## src/rtl/ifmap_pkg.sv

```systemverilog
// Shared geometry, packet layout and FSM encoding for the ping-pong ifmap streamer.
package ifmap_pkg;

    localparam int DEF_DEPTH_I        = 25;
    localparam int DEF_KERNEL         = 5;
    localparam int DEF_NUM_BANKS      = 2;
    localparam int DEF_PACKET_D_WIDTH = 40;
    localparam int DEF_DEST_W         = 4;
    localparam int DEF_ADDR_W         = 10;

    localparam int OUT_ROWS = DEF_DEPTH_I - DEF_KERNEL + 1;
    localparam int PKT_W    = DEF_DEST_W + DEF_PACKET_D_WIDTH;

    typedef struct packed {
        logic [DEF_DEST_W-1:0]         dest;
        logic [DEF_PACKET_D_WIDTH-1:0] payload;
    } pkt_t;

    typedef enum logic [1:0] {
        S_IDLE,
        S_FETCH,
        S_SEND,
        S_ADV
    } state_t;

endpackage

```

## src/rtl/ifmap_bank_ram.sv

```systemverilog
// One spike-map bank: per-bit writes, whole-row synchronous read.
module ifmap_bank_ram
    import ifmap_pkg::*;
#(
    parameter int DEPTH_I = DEF_DEPTH_I,
    parameter int ROW_W   = $clog2(DEF_DEPTH_I)
) (
    input  logic               clk,
    input  logic               rst,
    input  logic               wr_en,
    input  logic [ROW_W-1:0]   wr_row,
    input  logic [ROW_W-1:0]   wr_col,
    input  logic               wr_bit,
    input  logic               rd_en,
    input  logic [ROW_W-1:0]   rd_row,
    output logic [DEPTH_I-1:0] rd_data
);

    logic [DEPTH_I-1:0] mem [DEPTH_I];

    always_ff @(posedge clk) begin
        if (wr_en) mem[wr_row][wr_col] <= wr_bit;
    end

    // The read register doubles as the packet payload, so it must reset.
    always_ff @(posedge clk) begin
        if (rst)        rd_data <= '0;
        else if (rd_en) rd_data <= mem[rd_row];
    end

endmodule

```

## src/rtl/ifmap_pingpong_streamer.sv

```systemverilog
// Two-bank ifmap buffer streaming KERNEL-row sliding windows as addressed packets.
module ifmap_pingpong_streamer
    import ifmap_pkg::*;
#(
    parameter int DEPTH_I        = DEF_DEPTH_I,
    parameter int KERNEL         = DEF_KERNEL,
    parameter int NUM_BANKS      = DEF_NUM_BANKS,
    parameter int PACKET_D_WIDTH = DEF_PACKET_D_WIDTH,
    parameter int DEST_W         = DEF_DEST_W,
    parameter int ADDR_W         = DEF_ADDR_W
) (
    input  logic                             clk,
    input  logic                             rst,
    input  logic                             wr_valid,
    output logic                             wr_ready,
    input  logic                             wr_bank,
    input  logic [ADDR_W-1:0]                wr_addr,
    input  logic                             wr_data,
    input  logic                             load_done,
    input  logic                             load_bank,
    output logic                             pkt_valid,
    input  logic                             pkt_ready,
    output logic [DEST_W+PACKET_D_WIDTH-1:0] pkt_data,
    output logic                             frame_done,
    output logic                             busy,
    output logic                             err
);

    localparam int N_ROWS = DEPTH_I - KERNEL + 1;
    localparam int ROW_W  = $clog2(DEPTH_I);
    localparam int J_W    = $clog2(N_ROWS);
    localparam int CELLS  = DEPTH_I * DEPTH_I;
    localparam int PAD_W  = PACKET_D_WIDTH - DEPTH_I;

    state_t               state, state_n;
    logic [J_W-1:0]       j_q;
    logic [DEST_W-1:0]    k_q, dest_q;
    logic                 cur_bank, rd_bank_q;
    logic [NUM_BANKS-1:0] bank_full;
    logic                 wr_fire, addr_ok, k_last, j_last;
    logic                 bank_done, rd_en;
    logic [ROW_W-1:0]     wr_row, wr_col, rd_row;
    logic [DEPTH_I-1:0]   rd_rows [NUM_BANKS];

    assign wr_ready = !rst && !bank_full[wr_bank];
    assign wr_fire  = wr_valid && wr_ready;
    assign addr_ok  = 32'(wr_addr) < CELLS;
    assign wr_row   = ROW_W'(wr_addr / ADDR_W'(DEPTH_I));
    assign wr_col   = ROW_W'(wr_addr % ADDR_W'(DEPTH_I));
    assign k_last   = k_q == DEST_W'(KERNEL - 1);
    assign j_last   = j_q == J_W'(N_ROWS - 1);
    assign rd_row   = ROW_W'(j_q) + ROW_W'(k_q);

    for (genvar b = 0; b < NUM_BANKS; b++) begin : g_bank
        ifmap_bank_ram #(
            .DEPTH_I(DEPTH_I),
            .ROW_W  (ROW_W)
        ) u_ram (
            .clk    (clk),
            .rst    (rst),
            .wr_en  (wr_fire && addr_ok && wr_bank == 1'(b)),
            .wr_row (wr_row),
            .wr_col (wr_col),
            .wr_bit (wr_data),
            .rd_en  (rd_en && cur_bank == 1'(b)),
            .rd_row (rd_row),
            .rd_data(rd_rows[b])
        );
    end

    // rd_bank_q pins the payload mux so pkt_data only moves on a fetch.
    assign pkt_data = {dest_q, {PAD_W{1'b0}}, rd_rows[rd_bank_q]};

    always_ff @(posedge clk) begin
        if (rst) state <= S_IDLE;
        else     state <= state_n;
    end

    always_comb begin
        state_n = state;
        unique case (state)
            S_IDLE:  if (bank_full[cur_bank]) state_n = S_FETCH;
            S_FETCH: state_n = S_SEND;
            S_SEND:  if (pkt_ready) state_n = S_ADV;
            S_ADV:   state_n = (k_last && j_last) ? S_IDLE : S_FETCH;
            default: state_n = S_IDLE;
        endcase
    end

    always_comb begin
        pkt_valid = 1'b0;
        busy      = 1'b1;
        rd_en     = 1'b0;
        bank_done = 1'b0;
        unique case (state)
            S_IDLE:  busy = 1'b0;
            S_FETCH: rd_en = 1'b1;
            S_SEND:  pkt_valid = 1'b1;
            S_ADV:   bank_done = k_last && j_last;
            default: busy = 1'b0;
        endcase
    end

    assign frame_done = bank_done && cur_bank == 1'(NUM_BANKS - 1);

    always_ff @(posedge clk) begin
        if (rst) begin
            j_q       <= '0;
            k_q       <= '0;
            cur_bank  <= 1'b0;
            dest_q    <= '0;
            rd_bank_q <= 1'b0;
        end else begin
            if (rd_en) begin
                dest_q    <= k_q;
                rd_bank_q <= cur_bank;
            end
            if (state == S_ADV) begin
                if (!k_last) begin
                    k_q <= k_q + 1'b1;
                end else begin
                    k_q <= '0;
                    if (!j_last) begin
                        j_q <= j_q + 1'b1;
                    end else begin
                        j_q      <= '0;
                        cur_bank <= (cur_bank == 1'(NUM_BANKS - 1)) ? 1'b0 : cur_bank + 1'b1;
                    end
                end
            end
        end
    end

    // A write sampled alongside load_done uses the pre-set flag, so it lands.
    always_ff @(posedge clk) begin
        if (rst) begin
            bank_full <= '0;
            err       <= 1'b0;
        end else begin
            for (int b = 0; b < NUM_BANKS; b++) begin
                if (load_done && load_bank == 1'(b)) bank_full[b] <= 1'b1;
                if (bank_done && cur_bank == 1'(b))  bank_full[b] <= 1'b0;
            end
            if ((wr_fire && !addr_ok) || (load_done && bank_full[load_bank]))
                err <= 1'b1;
        end
    end

endmodule

```

## config.mk

```make
export PLATFORM = sky130hd
export DESIGN_NAME = ifmap_pingpong_streamer
export DESIGN_NICKNAME = d
export VERILOG_FILES = /design/src/rtl/ifmap_pkg.sv /design/src/rtl/ifmap_bank_ram.sv /design/src/rtl/ifmap_pingpong_streamer.sv
export SDC_FILE = /design/constraint.sdc
export NUM_CORES = 2
export LEC_CHECK = 0
export ABC_AREA = 1
export CAP_MARGIN = 40
export CORE_UTILIZATION = 24
export DETAILED_ROUTE_END_ITERATION = 8
export PLACE_DENSITY_LB_ADDON = 0.2
export SLEW_MARGIN = 20
export SYNTH_ARGS = -nofsm -noshare
export SYNTH_HDL_FRONTEND = slang
export SYNTH_SLANG_ARGS = --single-unit
```

## constraint.sdc

```tcl
create_clock -name clk -period 8.4 [get_ports clk]
set_input_delay 2.52 -clock clk [delete_from_list [all_inputs] [get_ports clk]]
set_output_delay 2.52 -clock clk [all_outputs]
set_load 0.03 [all_outputs]
```

==> flow_summary.html <==
<table>
<tr><th>Metric</th><th>Value</th></tr>
<tr><th colspan="2">Status</th></tr>
<tr><td>Run status</td><td>finished, final reports clean</td></tr>
<tr><th colspan="2">Detailed routing</th></tr>
<tr><td>Per-cell via count in the routed design</td><td>4.74</td></tr>
<tr><td>Total via count in the routed design</td><td>44100</td></tr>
<tr><td>Sum of routed wire length over all layers</td><td>214000 um</td></tr>
<tr><td>First-iteration detailed-routing DRC count</td><td>3942</td></tr>
<tr><td>Average wire per standard cell</td><td>23.0 um</td></tr>
<tr><td>Initial DRT Pass Iterations</td><td>6</td></tr>
<tr><td>Post-detailed-route count of antenna-violating nets</td><td>0</td></tr>
<tr><td>DRC violations left</td><td>0</td></tr>
<tr><th colspan="2">Yosys</th></tr>
<tr><td>Synth warnings</td><td>0</td></tr>
<tr><td>Async S/R FF share, synth</td><td>0%</td></tr>
<tr><td>Average size of a mapped cell</td><td>10.0 um^2</td></tr>
<tr><td>Yosys top cell area share</td><td>62.6%</td></tr>
<tr><td>Sequential element share of the synthesized area</td><td>64.9%</td></tr>
<tr><td>Top FF cell, synth</td><td>edfxtp_1</td></tr>
<tr><td>Post-synth design cell area</td><td>60000 um^2</td></tr>
<tr><td>Synthesized flop and latch total</td><td>~1300</td></tr>
<tr><td>Most area-hungry cell type in the Yosys netlist</td><td>edfxtp_1</td></tr>
<tr><td>Cells after Synth</td><td>5989</td></tr>
<tr><td>Distinct cells, synth</td><td>47</td></tr>
<tr><td>Post-synth EDFFs</td><td>approximately 1300</td></tr>
<tr><td>Dominant cell by count in the synthesized netlist</td><td>nor2_1</td></tr>
<tr><td>Synth top cells by count</td><td>1747 x nor2_1, 1250 x edfxtp_1, 1088 x nand2_1</td></tr>
<tr><td>Cell types occupying the most area after synthesis</td><td>edfxtp_1 63%, nor2_1 11%, nand2_1 6.8%</td></tr>
<tr><th colspan="2">Cells and area</th></tr>
<tr><td>Number of nets at the end of the flow</td><td>5889</td></tr>
<tr><td>Layout area overhead</td><td>16.5%</td></tr>
<tr><td>Proportion of layout cells with a drive suffix above 1</td><td>8.88%</td></tr>
<tr><td>Count of non-filler cells in the finished layout</td><td>roughly 9300</td></tr>
<tr><td>Layout Cell Area excl Fill</td><td>~70000 um^2</td></tr>
<tr><th colspan="2">GRT</th></tr>
<tr><td>Number of antenna violations at the first check in global routing</td><td>4</td></tr>
<tr><td>Total grt overflow</td><td>0</td></tr>
<tr><td>Via count of the first global-routing pass</td><td>42800</td></tr>
<tr><td>Maximum number of pins on one net before global-route repair</td><td>242</td></tr>
<tr><td>Wire length of the first global-routing pass</td><td>310000 um</td></tr>
<tr><td>Global-route total usage across every layer</td><td>roughly 17%</td></tr>
<tr><th colspan="2">Placement</th></tr>
<tr><td>Placed wire-length estimate</td><td>108000 um</td></tr>
<tr><td>Count of buffers from port buffering</td><td>~50</td></tr>
<tr><td>Placed cell areas</td><td>65000 um^2</td></tr>
<tr><td>GPL Wtd Cong</td><td>between 0.7 and 0.8</td></tr>
<tr><td>Placed Cells</td><td>9025</td></tr>
<tr><th colspan="2">Timing</th></tr>
<tr><td>Max Clk Rate</td><td>approximately 0.13 GHz</td></tr>
<tr><td>Clock skew after layout</td><td>slightly below 0.06 ns</td></tr>
<tr><td>Period Utilization, post-route</td><td>89.8%</td></tr>
<tr><td>Headroom to the max-slew limit</td><td>25.4%</td></tr>
<tr><td>Number of hold violations in the final report</td><td>0</td></tr>
<tr><td># setup viols final</td><td>0</td></tr>
<tr><td>Time the final worst path needs with I/O delays and setup</td><td>~7.5 ns</td></tr>
<tr><td>Min Hold Slack</td><td>0.494 ns</td></tr>
<tr><td>Setup repair after global routing missed its margin</td><td>no</td></tr>
<tr><td>Total count of max-transition violations in the final report</td><td>0</td></tr>
<tr><td>Worst Max-Slew Pin Slew</td><td>~1.1 ns</td></tr>
<tr><th colspan="2">Critical path</th></tr>
<tr><td>Crit path max-delay family</td><td>simple AND/OR/NAND/NOR gates</td></tr>
<tr><td>Most frequent cell on the critical path</td><td>nand2_1</td></tr>
<tr><td>Critical path arrival</td><td>8.05 ns</td></tr>
<tr><td>Required @ worst endpoint</td><td>8.91 ns</td></tr>
<tr><td>Kind of end point of the critical path</td><td>flip-flop</td></tr>
<tr><td>Kind of start point of the critical path</td><td>input port</td></tr>
<tr><td>Type of the worst setup path</td><td>in -&gt; reg</td></tr>
<tr><td>Largest fanout on the critical path</td><td>25</td></tr>
<tr><td>Crit path buffers/inverters</td><td>3</td></tr>
<tr><td>Crit-path max cell delay</td><td>about 0.50 ns</td></tr>
<tr><td>Slowest cell on the critical path</td><td>clkdlybuf4s50_1</td></tr>
<tr><th colspan="2">Clock network</th></tr>
<tr><td>H-tree levels</td><td>4</td></tr>
<tr><td>CTS tree</td><td>built</td></tr>
<tr><td>Number of post-CTS setup repair buffers</td><td>0</td></tr>
<tr><td>Clock input transition at the sequential cells of the worst setup and hold paths</td><td>0.06 ns</td></tr>
<tr><td>Hold buffers post-CTS</td><td>0</td></tr>
<tr><td>Clock insertion delay at the later pin of the skew report</td><td>0.83 ns</td></tr>
<tr><td># resized after CTS</td><td>0</td></tr>
<tr><td>CTS buffer count</td><td>154</td></tr>
<tr><td>Clk buf depth</td><td>3</td></tr>
<tr><td>CTS Sinks</td><td>between 1000 and 1500</td></tr>
<tr><td>CTS root buf</td><td>clkbuf_16</td></tr>
<tr><th colspan="2">Floorplan</th></tr>
<tr><td>Placeable Area</td><td>249000 um^2</td></tr>
<tr><td>Die Footprint</td><td>~250000 um^2</td></tr>
<tr><td>Initial core utilization</td><td>around 24%</td></tr>
<tr><td># IOs</td><td>67</td></tr>
<tr><td>Total number of placement rows</td><td>183</td></tr>
<tr><td>Horiz. Die Dim</td><td>502 um</td></tr>
<tr><td>Die Span Y</td><td>502 um</td></tr>
<tr><th colspan="2">Power</th></tr>
<tr><td>Static Leak</td><td>23.0 nW</td></tr>
<tr><td>Total power per unit cell area</td><td>about 250 nW/um^2</td></tr>
<tr><td>Peak supply drop</td><td>about 0.00019 V</td></tr>
<tr><th colspan="2">Job</th></tr>
<tr><td>Max-cap viol count</td><td>0</td></tr>
<tr><th colspan="2">Min path</th></tr>
<tr><td>Type of the worst min-delay path</td><td>reg -&gt; reg</td></tr>
</table>
path summary, 6_finish.rpt:
check                                                from                                       to  slack (ns)  cells after the start
worst max register to register        k_q[0]$_SDFFE_PP0P_  g_bank[1].u_ram.rd_data[8]$_SDFFE_PP0P_        3.96                     12
worst min-delay path            bank_full[1]$_SDFFE_PP0P_                bank_full[1]$_SDFFE_PP0P_        0.49                      2
worst max-delay path                           wr_addr[5]      g_bank[0].u_ram.mem[1][6]$_DFFE_PP_        0.86                     31
worst min register to register  bank_full[1]$_SDFFE_PP0P_                bank_full[1]$_SDFFE_PP0P_        0.49                      2
cells by family (layout without fill, tap and decap cells):
family                   Yosys count  after routing  share of synthesized area (%)
adder cells (fa/ha/maj)           18             18                          0.388
AND/OR/NAND/NOR                 3013           3013                           20.3
multiplexers                      25             25                          0.469
XOR/XNOR                          11             11                          0.161
flip-flops                      1320           1320                           64.9
AO/OA/AOI/OAI                    995            995                           9.60
other                              1             16                        0.00625
buffers and inverters            606            584                           4.17
report_power, final:
part           switching, mW  total [mW]  internal, mW  leakage [nW]
Clock                   2.87        6.56          3.69          2.35
Sequential            0.0654        7.32          7.26          11.8
Combinational           2.93        3.93          1.00          8.83
Total                   5.87        17.8          12.0          23.0
cells in the final DEF, fill, tap and decap left out, types with 25 or more instances in the layout:
| cell | Yosys | routed |
|---|---|---|
| buf_4 | 17 | 111 |
| edfxtp_1 | 1250 | 1250 |
| clkdlybuf4s50_1 | 0 | 50 |
| o22ai_1 | 200 | 200 |
| buf_12 | 0 | 54 |
| inv_1 | 66 | 62 |
| a21oi_1 | 103 | 103 |
| dfxtp_1 | 70 | 69 |
| mux2_2 | 25 | 25 |
| nand2_1 | 1088 | 1063 |
| clkbuf_16 | 0 | 156 |
| nand2_4 | 8 | 33 |
| clkinv_1 | 3 | 28 |
| o211ai_1 | 37 | 37 |
| clkbuf_1 | 396 | 53 |
| nor2_1 | 1747 | 1744 |
| nand3_1 | 75 | 75 |
| a311o_1 | 50 | 50 |
| a31oi_1 | 52 | 52 |
| o21ai_0 | 515 | 515 |
sequential cells by signal, indices dropped and copies added, names as in the netlist, 2 cells and up:
register and flops:
bank_full 2, dest_q 4, g_bank.u_ram.mem 1250, g_bank.u_ram.rd_data 50, j_q 5, k_q 4
state 2
final cells by class:
cell class | instances | area, um^2
antenna | 1 | 2.50
clock buffer | 225 | 4320
clock inverter | 59 | 554
fill | 26300 | 179000
inverter | 73 | 307
multi-input combinational | 4077 | 18900
sequential | 1320 | 38900
tap | 3330 | 4170
timing repair buffer | 227 | 2730
stage by stage:
| step | total power [mW] | setup TNS (ns) | setup slack, ns | util, % |
|---|---|---|---|---|
| after global routing | 18.5 | 0 | 0.227 | 28.1 |
| final | 17.8 | 0 | 0.859 | 28.1 |
| after global placement | 11.4 | -2.90 | -0.0513 | 26.0 |
| after CTS | 18.0 | 0 | 0.949 | 28.1 |
| after detailed placement | 11.4 | 0 | 0.0638 | 26.1 |
| after floorplan | 9.65 | 0 | 1.49 | - |
worst register-to-register path, cell delays in order, from the launching register on:
cell	delay [ns]
dfxtp_1	0.36
ha_4	0.18
fa_4	1.27
buf_12	0.57
buf_4	0.60
buf_16	0.29
o21ai_0	0.16
o22ai_1	0.29
nand2_1	0.08
nand2_1	0.10
nor2_1	0.06
a311o_1	0.30
a31oi_1	0.12
per-layer routing:
metal | GRT usage, % | routed length [um]
met4 | 3.75 | 3830
met5 | 0 | 0
met3 | 1.99 | 8910
met1 | 22.3 | 95300
met2 | 29.1 | 106000
Note: power is estimated with default switching activity, not from simulation.
